$ cat config.mk
export PLATFORM = sky130hd
export DESIGN_NAME = alu_seq
export DESIGN_NICKNAME = d
export VERILOG_FILES = /design/src/rtl/alu_seq_pkg.sv /design/src/rtl/alu_seq_iter.sv /design/src/rtl/alu_seq.sv
export SDC_FILE = /design/constraint.sdc
export NUM_CORES = 1
export LEC_CHECK = 0
export ABC_AREA = 1
export CAP_MARGIN = 15
export CORE_MARGIN = 2
export CORE_UTILIZATION = 45
export CTS_BUF_LIST = sky130_fd_sc_hd__clkbuf_2
export DETAILED_ROUTE_END_ITERATION = 10
export PLACE_DENSITY_LB_ADDON = 0.2
export SETUP_SLACK_MARGIN = 0.4
export SLEW_MARGIN = 10
export SYNTH_ARGS = -nofsm -noshare
export SYNTH_HDL_FRONTEND = slang
export SYNTH_SLANG_ARGS = --single-unit
$ cat constraint.sdc
create_clock -name clk_i -period 4.8 [get_ports clk_i]
set_input_delay 0.96 -clock clk_i [delete_from_list [all_inputs] [get_ports clk_i]]
set_output_delay 0.96 -clock clk_i [all_outputs]
set_load 0.05 [all_outputs]
$ cat src/rtl/alu_seq_pkg.sv
// Shared op codes, FSM state type and counter sizing for the sequential ALU.
package alu_seq_pkg;

    localparam logic [2:0] OP_AND = 3'b000;
    localparam logic [2:0] OP_OR  = 3'b001;
    localparam logic [2:0] OP_ADD = 3'b010;
    localparam logic [2:0] OP_MUL = 3'b100;
    localparam logic [2:0] OP_DIV = 3'b101;
    localparam logic [2:0] OP_SUB = 3'b110;

    typedef enum logic [1:0] {
        IDLE = 2'd0,
        BUSY = 2'd1,
        DONE = 2'd2
    } state_e;

    function automatic int cnt_width(input int width);
        return (width > 1) ? $clog2(width) : 1;
    endfunction

endpackage

$ cat src/rtl/alu_seq_iter.sv
// Shared iterative unit: shift-add multiply, plus restoring divide when ALU_SEQ_DIV_EN is defined.
// hi_o/lo_o show the result of the current step so the caller can register the last one directly.
module alu_seq_iter
    import alu_seq_pkg::*;
#(
    parameter int WIDTH = 32
) (
    input  logic             clk_i,
    input  logic             rst_i,
    input  logic             start_i,
    input  logic             div_i,
    input  logic [WIDTH-1:0] a_i,
    input  logic [WIDTH-1:0] b_i,
    output logic             done_o,
    output logic [WIDTH-1:0] hi_o,
    output logic [WIDTH-1:0] lo_o
);
    localparam int CW = cnt_width(WIDTH);
    localparam logic [CW-1:0] LAST = CW'(WIDTH - 1);

    logic [WIDTH-1:0] acc_q, acc_d;
    logic [WIDTH-1:0] sh_q, sh_d;
    logic [WIDTH-1:0] b_q, b_d;
    logic [CW-1:0]    cnt_q, cnt_d;
    logic             busy_q, busy_d;
    logic             start_ok;
    logic [WIDTH:0]   sum;
    logic [WIDTH-1:0] step_hi, step_lo;
`ifdef ALU_SEQ_DIV_EN
    logic             div_q, div_d;
    logic [WIDTH:0]   shifted;
    logic [WIDTH-1:0] rem_sub;

    assign start_ok = start_i;
`else
    // Without the divider a divide request is never a legal start.
    assign start_ok = start_i & ~div_i;
`endif

    always_comb begin
        sum     = {1'b0, acc_q} + (sh_q[0] ? {1'b0, b_q} : '0);
        step_hi = sum[WIDTH:1];
        step_lo = {sum[0], sh_q[WIDTH-1:1]};
`ifdef ALU_SEQ_DIV_EN
        // Divisor 0 always "fits": quotient becomes all ones, remainder the dividend.
        shifted = {acc_q, sh_q[WIDTH-1]};
        rem_sub = shifted[WIDTH-1:0] - b_q;
        if (div_q) begin
            if (shifted >= {1'b0, b_q}) begin
                step_hi = rem_sub;
                step_lo = {sh_q[WIDTH-2:0], 1'b1};
            end else begin
                step_hi = shifted[WIDTH-1:0];
                step_lo = {sh_q[WIDTH-2:0], 1'b0};
            end
        end
`endif
    end

    always_comb begin
        acc_d  = acc_q;
        sh_d   = sh_q;
        b_d    = b_q;
        cnt_d  = cnt_q;
        busy_d = busy_q;
`ifdef ALU_SEQ_DIV_EN
        div_d  = div_q;
`endif
        if (start_ok) begin
            acc_d  = '0;
            sh_d   = a_i;
            b_d    = b_i;
            cnt_d  = '0;
            busy_d = 1'b1;
`ifdef ALU_SEQ_DIV_EN
            div_d  = div_i;
`endif
        end else if (busy_q) begin
            acc_d = step_hi;
            sh_d  = step_lo;
            cnt_d = cnt_q + 1'b1;
            if (cnt_q == LAST) begin
                busy_d = 1'b0;
            end
        end
    end

    always_ff @(posedge clk_i) begin
        if (rst_i) begin
            acc_q  <= '0;
            sh_q   <= '0;
            b_q    <= '0;
            cnt_q  <= '0;
            busy_q <= 1'b0;
`ifdef ALU_SEQ_DIV_EN
            div_q  <= 1'b0;
`endif
        end else begin
            acc_q  <= acc_d;
            sh_q   <= sh_d;
            b_q    <= b_d;
            cnt_q  <= cnt_d;
            busy_q <= busy_d;
`ifdef ALU_SEQ_DIV_EN
            div_q  <= div_d;
`endif
        end
    end

    assign done_o = busy_q && (cnt_q == LAST);
    assign hi_o   = step_hi;
    assign lo_o   = step_lo;

endmodule

$ cat src/rtl/alu_seq.sv
// Multi-cycle ALU top: FSM, handshakes, single-cycle ops and registered outputs.
// Op 101 divides only when ALU_SEQ_DIV_EN is defined; otherwise it is an illegal op.
module alu_seq
    import alu_seq_pkg::*;
#(
    parameter int WIDTH = 32
) (
    input  logic             clk_i,
    input  logic             rst_i,
    input  logic             in_valid_i,
    output logic             in_ready_o,
    input  logic [WIDTH-1:0] data1_i,
    input  logic [WIDTH-1:0] data2_i,
    input  logic [2:0]       ALUCtrl_i,
    output logic             out_valid_o,
    input  logic             out_ready_i,
    output logic [WIDTH-1:0] data_o,
    output logic [WIDTH-1:0] data_hi_o,
    output logic             Zero_o,
    output logic             err_o
);
    state_e           state_q, state_d;
    logic             out_valid_q, out_valid_d;
    logic [WIDTH-1:0] data_q, data_d;
    logic [WIDTH-1:0] data_hi_q, data_hi_d;
    logic             zero_q, zero_d;
    logic             err_q, err_d;
    logic             div_zero_q, div_zero_d;
    logic             accept, single, illegal;
    logic [WIDTH-1:0] res;
    logic             iter_start, iter_div, iter_done;
    logic [WIDTH-1:0] iter_hi, iter_lo;

    // Handshake: a transfer happens on an edge where valid & ready are both high;
    // in_ready_o is high only in IDLE, out_valid_o only in DONE, and neither
    // depends combinationally on the opposite side's valid/ready.
    assign in_ready_o = (state_q == IDLE);
    assign accept     = in_valid_i & in_ready_o;
    assign iter_div   = (ALUCtrl_i == OP_DIV);

    always_comb begin
        state_d     = state_q;
        out_valid_d = out_valid_q;
        data_d      = data_q;
        data_hi_d   = data_hi_q;
        zero_d      = zero_q;
        err_d       = err_q;
        div_zero_d  = div_zero_q;
        iter_start  = 1'b0;
        single      = 1'b1;
        illegal     = 1'b0;
        res         = '0;
        case (state_q)
            IDLE: begin
                if (accept) begin
                    case (ALUCtrl_i)
                        OP_ADD: res = data1_i + data2_i;
                        OP_SUB: res = data1_i - data2_i;
                        OP_AND: res = data1_i & data2_i;
                        OP_OR:  res = data1_i | data2_i;
                        OP_MUL: begin
                            single     = 1'b0;
                            div_zero_d = 1'b0;
                        end
`ifdef ALU_SEQ_DIV_EN
                        OP_DIV: begin
                            single     = 1'b0;
                            div_zero_d = (data2_i == '0);
                        end
`endif
                        default: illegal = 1'b1;
                    endcase
                    if (single) begin
                        state_d     = DONE;
                        out_valid_d = 1'b1;
                        data_d      = res;
                        data_hi_d   = '0;
                        zero_d      = !illegal && (res == '0);
                        err_d       = illegal;
                    end else begin
                        state_d    = BUSY;
                        iter_start = 1'b1;
                    end
                end
            end
            BUSY: begin
                if (iter_done) begin
                    state_d     = DONE;
                    out_valid_d = 1'b1;
                    data_d      = iter_lo;
                    data_hi_d   = iter_hi;
                    zero_d      = (iter_lo == '0);
                    err_d       = div_zero_q;
                end
            end
            DONE: begin
                if (out_ready_i) begin
                    state_d     = IDLE;
                    out_valid_d = 1'b0;
                end
            end
            default: state_d = IDLE;
        endcase
    end

    always_ff @(posedge clk_i) begin
        if (rst_i) begin
            state_q     <= IDLE;
            out_valid_q <= 1'b0;
            data_q      <= '0;
            data_hi_q   <= '0;
            zero_q      <= 1'b0;
            err_q       <= 1'b0;
            div_zero_q  <= 1'b0;
        end else begin
            state_q     <= state_d;
            out_valid_q <= out_valid_d;
            data_q      <= data_d;
            data_hi_q   <= data_hi_d;
            zero_q      <= zero_d;
            err_q       <= err_d;
            div_zero_q  <= div_zero_d;
        end
    end

    alu_seq_iter #(.WIDTH(WIDTH)) u_iter (
        .clk_i  (clk_i),
        .rst_i  (rst_i),
        .start_i(iter_start),
        .div_i  (iter_div),
        .a_i    (data1_i),
        .b_i    (data2_i),
        .done_o (iter_done),
        .hi_o   (iter_hi),
        .lo_o   (iter_lo)
    );

    assign out_valid_o = out_valid_q;
    assign data_o      = data_q;
    assign data_hi_o   = data_hi_q;
    assign Zero_o      = zero_q;
    assign err_o       = err_q;

endmodule

======== After elaboration in Yosys (flattened, before gate mapping) ========
Cells that the tools add are included.
word-level totals
  flip-flop bits (word level) ............. 171
  input port bits ......................... 71
  output and inout port bits .............. 68
  logic and storage cells ................. 91
cells by class
  add/sub/neg operators ................... 4
  eq/ne operators ......................... 12
  muxes and demuxes ....................... 44
  bitwise gates (word level) .............. 5
  reductions and logical operators ........ 15
operators by type and width
  cell                                                                      number
  32-bit two-way mux                                                        11
  32-bit case mux with 2 select lines                                       2
  32-bit case mux with 4 select lines                                       1
  32-bit logical NOT                                                        2
  32-bit by 33-bit adder with 33-bit output                                 1
  32-bit adder                                                              1
  32-bit AND                                                                1
  32-bit OR                                                                 1
  32-bit subtractor                                                         1
  1-bit two-way mux                                                         22
  3-bit == test (second input constant)                                     3
  2-bit two-way mux                                                         4
  2-bit case mux with 3 select lines                                        1
  5-bit by 1-bit adder with 5-bit output (second input constant)            1
  5-bit == test (second input constant)                                     1
  5-bit AND reduction                                                       1
  5-bit OR reduction                                                        1
  2-bit by 1-bit inequality test with 1-bit output (second input constant)  2
  2-bit inequality test (second input constant)                             2
  1-bit case mux with 2 select lines                                        2
  4-bit AND reduction                                                       1
  2-bit nonzero test                                                        2
  3-bit by 1-bit == test with 1-bit output (second input constant)          1
  3-bit by 2-bit == test with 1-bit output (second input constant)          1
  12 further kinds                                                          14

======== Longest topological paths before layout ========
Gate-level depths: netlist of the first run.
  depth after elaboration ................. 10
  mapped depth ............................ 30
  mapped depth without buffers ............ 30

======== Cells and area by module ========
Synthesis of the first run repeated with hierarchy kept, for this count alone.
second synthesis, totals
  cell total of the unflattened synthesis .. 2391
  area, all modules ....................... 13897.1 um^2
modules (own cells, without submodules)
  module        instances  cells each  area an instance (um^2)  sequential area each (um^2)
  alu_seq       1          1234        6979.2                   1381.3
  alu_seq_iter  1          1157        6917.9                   2042.0

======== Least setup slack after synthesis of the first run ========
No wires, ideal clock.
  kind .................................... in2reg
  start ................................... in data2_i[0]
  end ..................................... reg zero_q (netlist: Zero_o)
  library setup time ...................... 0.067 ns
  data arrival time ....................... 3.779 ns
  data required time ...................... 4.733 ns
  path slack .............................. 0.954 ns
  cell stages on the path ................. 29
  buffers on the path ..................... 0
  cells stage by stage .................... inv_1 -> ha_1 -> nand3_1 -> inv_2 -> nand3_2 -> nor3_2 -> nand3_1 -> nor2_2 -> nand2_1 -> nor2_2 -> nand3_1 -> inv_1 -> a21oi_1 -> xor2_1 -> ha_1 -> nand2_1 -> nor2_1 -> nand2_1 -> nor3_1 -> nand2_1 -> nand2_1 -> nand2_1 -> nand3_1 -> nand2_1 -> nor2_1 -> nand3_1 -> nor2_1 -> nand3_2 -> a21oi_2
between the ends
  cells in the longest elaborated chain, start to end .. 9
  elaborated cells on any way between the ends .. 12
  those cells by class .................... add/sub (2); mux (6); bitwise (2); reduce/logical (2)
ends and longest elaborated chain
  item                                             RTL line        text
  from (decl)                                      alu_seq.sv:13   input logic [WIDTH-1:0] data2_i,
  32-bit subtractor, or another cell as far along  alu_seq.sv:58   OP_SUB: res = data1_i - data2_i;
  32-bit case mux with 4 select lines *            alu_seq.sv:56   case (ALUCtrl_i)
  32-bit two-way mux *                             alu_seq.sv:55   if (accept) begin
  32-bit two-way mux *                             alu_seq.sv:53   case (state_q)
  32-bit logical NOT *                             alu_seq.sv:78   zero_d = !illegal && (res == '0);
  1-bit logical AND *                              alu_seq.sv:78
  1-bit two-way mux *                              alu_seq.sv:73   if (single) begin
  1-bit two-way mux *                              alu_seq.sv:55
  1-bit case mux with 2 select lines *             alu_seq.sv:53
  to (signal assigned)                             alu_seq.sv:120  zero_q <= zero_d;
  to (decl)                                        alu_seq.sv:26   logic zero_q, zero_d;
Every way passes the cells marked *; elsewhere a longest branch is shown, timed or not. The select of a mux whose other input is x is not followed.
A chain may end at the register's enable or synchronous reset.

======== Worst setup path in the final report of the first run ========
Ends and elaborated chain as after synthesis.

==> summary.md, run 1 <==
| Metric | Value |
|---|---|
| Routed WL | `around 47000 µm` |
| Clock Skew | `0.0655 ns` |
| Slowest-stage cell, CP | `clkdlybuf4s50_1` |
| Rows | `61` |
| Power Density | `about 240 nW/µm²` |
| Min Tclk post-route | `about 4.2 ns` |
| Layout cell share with drive strength beyond 1 | `8.77%` |
| Worst hold slack | `approximately 0.48 ns` |
| Number of remaining DRC errors | `0` |
| I/O pins | `139` |
| WL/cell | `18.2 µm` |
| Initial core utilization | `45.5%` |
| Initial antenna violation count | `4` |
| Setup crit end kind | `flip-flop` |
| Place WS | `-0.141 ns` |
| HPWL Detailed | `37800 µm` |
| DR iter-0 viols | `1270` |
| H-tree depth | `4` |
| CTS Sinks | `171` |
| CP max stage delay | `0.43 ns` |
| Critical-path cell list | `clkdlybuf4s50_1 -> buf_4 -> nor3_1 -> nand2_1 -> nor4_1 -> buf_4 -> nor2_1 -> nor2_1 -> xor2_1 -> inv_1 -> ha_1 -> nand2_1 -> nor2_1 -> inv_1 -> nor3_1 -> nand2_1 -> o211ai_1 -> a21oi_1 -> o21ai_0 -> nand2_1 -> nor2_1 -> nand3_2 -> a21oi_2` |
| Post-synthesis cell type count | `47` |
| Relative slew margins | `31.1%` |
| Vias in the first global route | `13146` |
| Max Cap Viol | `0` |
| Total gr overflow | `0` |
| Startpoint types | `input pin` |
| Post-Synthesis Cells | `roughly 2000` |
| Mapped Nets | `2167` |
| Non-filler cells in the finished layout | `about 2600` |
| Outcome | `complete, no violations` |
| Cell area after synthesis | `12600 µm²` |
| Core area | `27600 µm²` |
| First-pass GRT wire length | `72300 µm` |
| Commonest non-fill, non-tap cell in the layout | `nand2_1` |
| Fin. max-slew vios | `0` |
| Fmax | `between 200 and 250 MHz` |
| Final nets | `~2300` |
| I/O Buffers | `138` |
| Clock slew seen by the registers of the worst setup and hold paths | `approximately 0.26 ns` |
| Synth Area per Inst | `about 6.2 µm²` |
| Top_reg_cell synth | `dfxtp_1` |
| Drt pass-1 iters | `8` |
| Clock latency at the later pin of the worst-skew pair | `about 0.84 ns` |
| DP Cell Count | `2558` |
| Avg Vias per Cell | `5.40` |
| Worst setup margin | `about 0.57 ns` |
| Dpl cell area | `14800 µm²` |
| CTS root buf | `clkbuf_2` |
| Least-Margin Pin Slew | `~1.0 ns` |
| Post-synth EDFFs | `0` |
| Number of CTS-inserted buffers | `17` |
| Routed via count | `14008` |
| Yosys warns | `0` |
| Largest area contributor in the netlist | `dfxtp_1` |
| Area growth from synthesis to layout | `20.3%` |
| Post-synth ARST share | `0%` |
| #FFs+latches synth | `171` |
| Worst Path Arrival | `roughly 5 ns` |
| Final GP Congestion | `1.03` |
| CTS tree | `done` |
| Total track usage | `32.4%` |
| Die H | `approximately 170 µm` |
| Post-DRT Antenna Nets | `0` |
| Post-CTS Setup Inserts | `0` |
| Leak | `0.00725 µW` |
| Setup Viol. Count Final | `0` |
| Hold Path Class | `reg2reg` |
| Period utilisation layout | `88.2%` |
| Max rail drop VDD | `around 0.14 mV` |
| Unrepaired setup endpoints after global routing | `false` |
| DIE AREA | `29300 µm²` |
| Design area | `15100 µm²` |
| CTS max path bufs | `2` |
| Most frequent cells in the layout | `nand2_1 (487), inv_1 (262), nor2_1 (212), a21oi_1 (194), dfxtp_1 (170)` |
| Dominant cells by area after synthesis | `dfxtp_1 (27%), nand2_1 (15%), inv_1 (7.8%)` |
| Post-synth top area share | `a little over a quarter` |
| Die width | `171 µm` |
| Power, Total | `3690 µW` |
| Sequential fraction of the synthesis area | `a little over a quarter` |
| Crit Path Max Fanout | `4` |
| Largest net degree at the start of global routing | `61` |
| Final Hold Viols | `0` |
| WP data required | `5.55 ns` |
| Crit Path Class | `in2reg` |
==> report_power, final <==
part	total, µW	switching [µW]	internal, µW
clock network	860	596	264
logic	1290	849	442
registers	1540	45.0	1490
total	3690	1490	2200
==> state kept, by name (all words and copies together), names as in the netlist, 2 cells and up <==
| name | cells |
|---|---|
| u_iter.sh_q | 32 |
| data_hi_o | 32 |
| u_iter.cnt_q | 5 |
| data_o | 32 |
| u_iter.b_q | 32 |
| u_iter.acc_q | 32 |
| state_q | 2 |
==> per-stage QoR <==
step | TNS (ns) | util [%]
5_1_grt | 0 | 54.7
6_report | 0 | 54.7
3_5_place_dp | -0.497 | 53.6
3_3_place_gp | -0.513 | 53.6
4_1_cts | 0 | 54.5
2_1_floorplan | 0 | -
==> cell type report <==
cell class                      count  area [µm²]
Fill cell                        2901       12500
Multi-Input combinational cell   1499        7830
Sequential cell                   171        3420
Timing Repair Buffer              231        2080
Inverter                          279        1050
Tap cell                          378         473
Clock inverter                     15         176
Clock buffer                       17        85.1
Antenna cell                        3        7.51
==> metal layers <==
metal / GRT usage (%) / wire length (µm) / vias up
met5: 0.696 / 13 / -
met4: 10.4 / 1330 / 2
met3: 5.23 / 3070 / 74
met2: 55.0 / 22200 / 495
met1: 41.8 / 20700 / 6479
li1: - / - / 6958
==> synthesized netlist by cell type, types with 3 or more instances <==
cell type	count
a21oi_1	196
a21o_1	8
xnor2_1	8
buf_2	17
nor4_1	9
nor2_2	8
maj3_1	4
a31oi_1	37
dfxtp_1	171
xor2_1	51
nand2_2	11
nor3_1	23
clkbuf_1	57
o21ai_0	161
nand2_1	488
nand3b_1	8
nand4_1	24
nand3_1	105
o211ai_1	17
o21a_1	3
nor2_4	3
inv_1	262
ha_1	68
nand3_2	6
o22ai_1	5
a221oi_1	3
a21oi_2	3
nor2_1	216
inv_2	14
nor3_2	3
or2_2	4
o21ai_1	9
o21bai_1	4
==> worst paths after layout <==
kind	startpoint	depth (start not counted)	end	slack [ns]
setup / recovery	data2_i[0]	23	Zero_o$_SDFFE_PP0P_	0.57
hold / removal	data_hi_o[2]$_SDFFE_PP0P_	2	data_hi_o[2]$_SDFFE_PP0P_	0.48
setup reg to reg	u_iter.sh_q[0]$_SDFFE_PP0P_	17	data_hi_o[29]$_SDFFE_PP0P_	1.61
hold reg to reg	data_hi_o[2]$_SDFFE_PP0P_	2	data_hi_o[2]$_SDFFE_PP0P_	0.48
==> cells by family after synthesis <==
group	after synthesis	share of synthesized area, %
simple gates	912	30.7
compound gates	454	19.6
buf+inv	356	10.9
flops	171	27.2
fa+ha+maj	74	7.41
xor+xnor	59	4.11
==> worst max-delay path: cells and delay by family <==
family / cells / cell delay (ns)
buf+inv: 5 / 0.99
xor+xnor: 1 / 0.19
simple gates: 12 / 1.99
compound gates: 4 / 0.51
fa+ha+maj: 1 / 0.35
==> what timing repair did <==
item | 4_1_cts | 5_1_grt
setup endpoints to repair | 0 | 3
resized for setup | 0 | 9
hold buffers | 0 | 0
Note: power is estimated with default switching activity, not from simulation.
==> run 2, diff against run 1 <==
--- a/config.mk
+++ b/config.mk
@@ -7,7 +7,6 @@
 export LEC_CHECK = 0
 export ABC_AREA = 1
 export CAP_MARGIN = 15
-export CORE_MARGIN = 2
 export CORE_UTILIZATION = 45
 export CTS_BUF_LIST = sky130_fd_sc_hd__clkbuf_2
 export DETAILED_ROUTE_END_ITERATION = 10
==> run 2 against run 1 <==
Non-clock buffer count fell by 44. Clock power rose by 2%. Sequential share of layout area rose by 0.55 points. Cell count fell by 2.0%. First-iteration DRC count rose by 0.47%.
==> summary.md, run 2 (synthesized netlist as in run 1, its figures left out) <==
| Metric | Value |
|---|---|
| Number of CTS-inserted buffers | `17 (unchanged)` |
| WP data required | `5.44 ns (was 5.55 ns)` |
| First-pass GRT wire length | `73100 µm (was 72300 µm)` |
| WL/cell | `18.9 µm (was 18.2 µm)` |
| Clock slew seen by the registers of the worst setup and hold paths | `0.31 ns (was 0.26 ns)` |
| Fmax | `242 MHz (was 236 MHz)` |
| Period utilisation layout | `86.1% (was 88.2%)` |
| Layout cell share with drive strength beyond 1 | `6.64% (was 8.77%)` |
| Setup Viol. Count Final | `0 (unchanged)` |
| Crit Path Class | `in2reg (unchanged)` |
| Fillers | `2837 (was 2901)` |
| Number of remaining DRC errors | `0 (unchanged)` |
| Final core utilization | `54.3% (was 54.7%)` |
| Final GP Congestion | `1.00 (was 1.03)` |
| CTS Sinks | `171 (unchanged)` |
| Routed via count | `13920 (was 14008)` |
| Vias in the first global route | `13142 (was 13146)` |
| DIE AREA | `28600 µm² (was 29300 µm²)` |
| CP max stage delay | `0.43 ns (about the same)` |
| Least-Margin Pin Slew | `1.05 ns (was 1.02 ns)` |
| Dpl cell area | `14500 µm² (was 14800 µm²)` |
| Non-filler cells in the finished layout | `2542 (was 2593)` |
| Worst setup margin | `0.669 ns (was 0.567 ns)` |
| Max rail drop VDD | `0.170 mV (was 0.138 mV)` |
| Avg Vias per Cell | `5.48 (was 5.40)` |
| Max Cap Viol | `0 (unchanged)` |
| Multi-input gate area | `7780 µm² (was 7830 µm²)` |
| Fin. max-slew vios | `0 (unchanged)` |
| Die width | `169 µm (was 171 µm)` |
| Unrepaired setup endpoints after global routing | `false (unchanged)` |
| CTS max path bufs | `2 (unchanged)` |
| Drt pass-1 iters | `6 (was 8)` |
| Final Hold Viols | `0 (unchanged)` |
| Relative slew margins | `30.1% (was 31.1%)` |
| Place WS | `-0.0724 ns (was -0.141 ns)` |
| CP delay by family, top | `simple AND/OR/NAND/NOR gates (unchanged)` |
| Post-DRT Antenna Nets | `0 (unchanged)` |
| HPWL Detailed | `38200 µm (was 37800 µm)` |
| Hold Path Class | `reg2reg (unchanged)` |
| Leak | `0.00705 µW (was 0.00725 µW)` |
| Total gr overflow | `0 (unchanged)` |
| Worst hold slack | `0.481 ns (was 0.480 ns)` |
| Core area | `27200 µm² (was 27600 µm²)` |
| Post-CTS Setup Inserts | `0 (unchanged)` |
| Initial core utilization | `46.2% (was 45.5%)` |
| Rows | `60 (was 61)` |
| Startpoint types | `input pin (unchanged)` |
| Clock latency at the later pin of the worst-skew pair | `0.81 ns (was 0.84 ns)` |
| Worst Path Arrival | `4.77 ns (was 4.98 ns)` |
| Area growth from synthesis to layout | `17.4% (was 20.3%)` |
| DR iter-0 viols | `1276 (was 1270)` |
| CTS tree | `done (unchanged)` |
| H-tree depth | `4 (unchanged)` |
| Power Density | `247 nW/µm² (was 244 nW/µm²)` |
| Design area | `14800 µm² (was 15100 µm²)` |
| Initial antenna violation count | `1 (was 4)` |
| Critical path buffer and inverter count | `4 (was 5)` |
| Setup crit end kind | `flip-flop (unchanged)` |
| DP Cell Count | `2508 (was 2558)` |
| I/O pins | `139 (unchanged)` |
| CTS resizes | `0 (unchanged)` |
| Total track usage | `33.5% (was 32.4%)` |
| I/O Buffers | `138 (unchanged)` |
| Commonest non-fill, non-tap cell in the layout | `nand2_1 (unchanged)` |
| Largest net degree at the start of global routing | `71 (was 61)` |
| CTS root buf | `clkbuf_2 (unchanged)` |
| Min Tclk post-route | `4.13 ns (was 4.23 ns)` |
| Outcome | `complete, no violations (unchanged)` |
| Routed WL | `48000 µm (was 47300 µm)` |
| Reg area | `3420 µm² (unchanged)` |
| Slowest-stage cell, CP | `clkdlybuf4s50_1 (unchanged)` |
| Clock Skew | `0.0549 ns (was 0.0655 ns)` |
| Crit Path Max Fanout | `5 (was 4)` |
| Final nets | `2296 (was 2340)` |
| Die H | `169 µm (was 171 µm)` |
| Most frequent cells in the layout | `nand2_1 (488), inv_1 (262), nor2_1 (214), a21oi_1 (196), dfxtp_1 (170) (was nand2_1 (487), inv_1 (262), nor2_1 (212), a21oi_1 (194), dfxtp_1 (170))` |
| Hold_buf cts | `0 (unchanged)` |
==> run 2: power by group <==
| part | internal (µW) | switching [µW] |
|---|---|---|
| logic | 395 | 840 |
| clock network | 271 | 607 |
| registers | 1490 | 43.8 |
==> run 2: per-stage QoR <==
step | total power (µW) | setup TNS [ns]
after floorplan | 2310 | 0
after global placement | 2770 | -0.242
after detailed placement | 2770 | -0.137
after CTS | 3640 | 0
after global routing | 3830 | 0
final | 3650 | 0
==> run 2: final cells by class <==
class / instances / share of cell area (%)
clock inverter: 15 / 1.35
multi-input combinational: 1499 / 52.7
timing repair buffer: 187 / 11.8
antenna: 2 / 0.0339
sequential: 171 / 23.2
tap: 372 / 3.15
clock buffer: 17 / 0.576
inverter: 279 / 7.11
==> run 2: worst register-to-register path: cells and delay by family, from the launching register on <==
| kind | cells | cell delay [ns] |
|---|---|---|
| AOI/OAI and AO/OA | 2 | 0.29 |
| DFF | 1 | 0.81 |
| buffers and inverters | 4 | 1.88 |
| and+or+nand+nor | 4 | 0.56 |
==> run 2: metal layers <==
layer | up-vias | global-route usage, % | routed length, µm
met5 | - | 0 | 0
met2 | 496 | 56.7 | 22200
met1 | 6492 | 42.8 | 20800
li1 | 6851 | - | -
met3 | 81 | 5.24 | 3120
met4 | 0 | 12.6 | 1810
==> run 2: worst paths after layout <==
path,from,end,slack (ns),depth (start not counted)
worst min register to register,data_hi_o[21]$_SDFFE_PP0P_,data_hi_o[21]$_SDFFE_PP0P_,0.48,2
worst min-delay path,data_hi_o[21]$_SDFFE_PP0P_,data_hi_o[21]$_SDFFE_PP0P_,0.48,2
worst max register to register,state_q[0]$_SDFFE_PP0P_,data_hi_o[16]$_SDFFE_PP0P_,1.22,10
worst max-delay path,data2_i[0],data_o[29]$_SDFFE_PP0P_,0.67,27
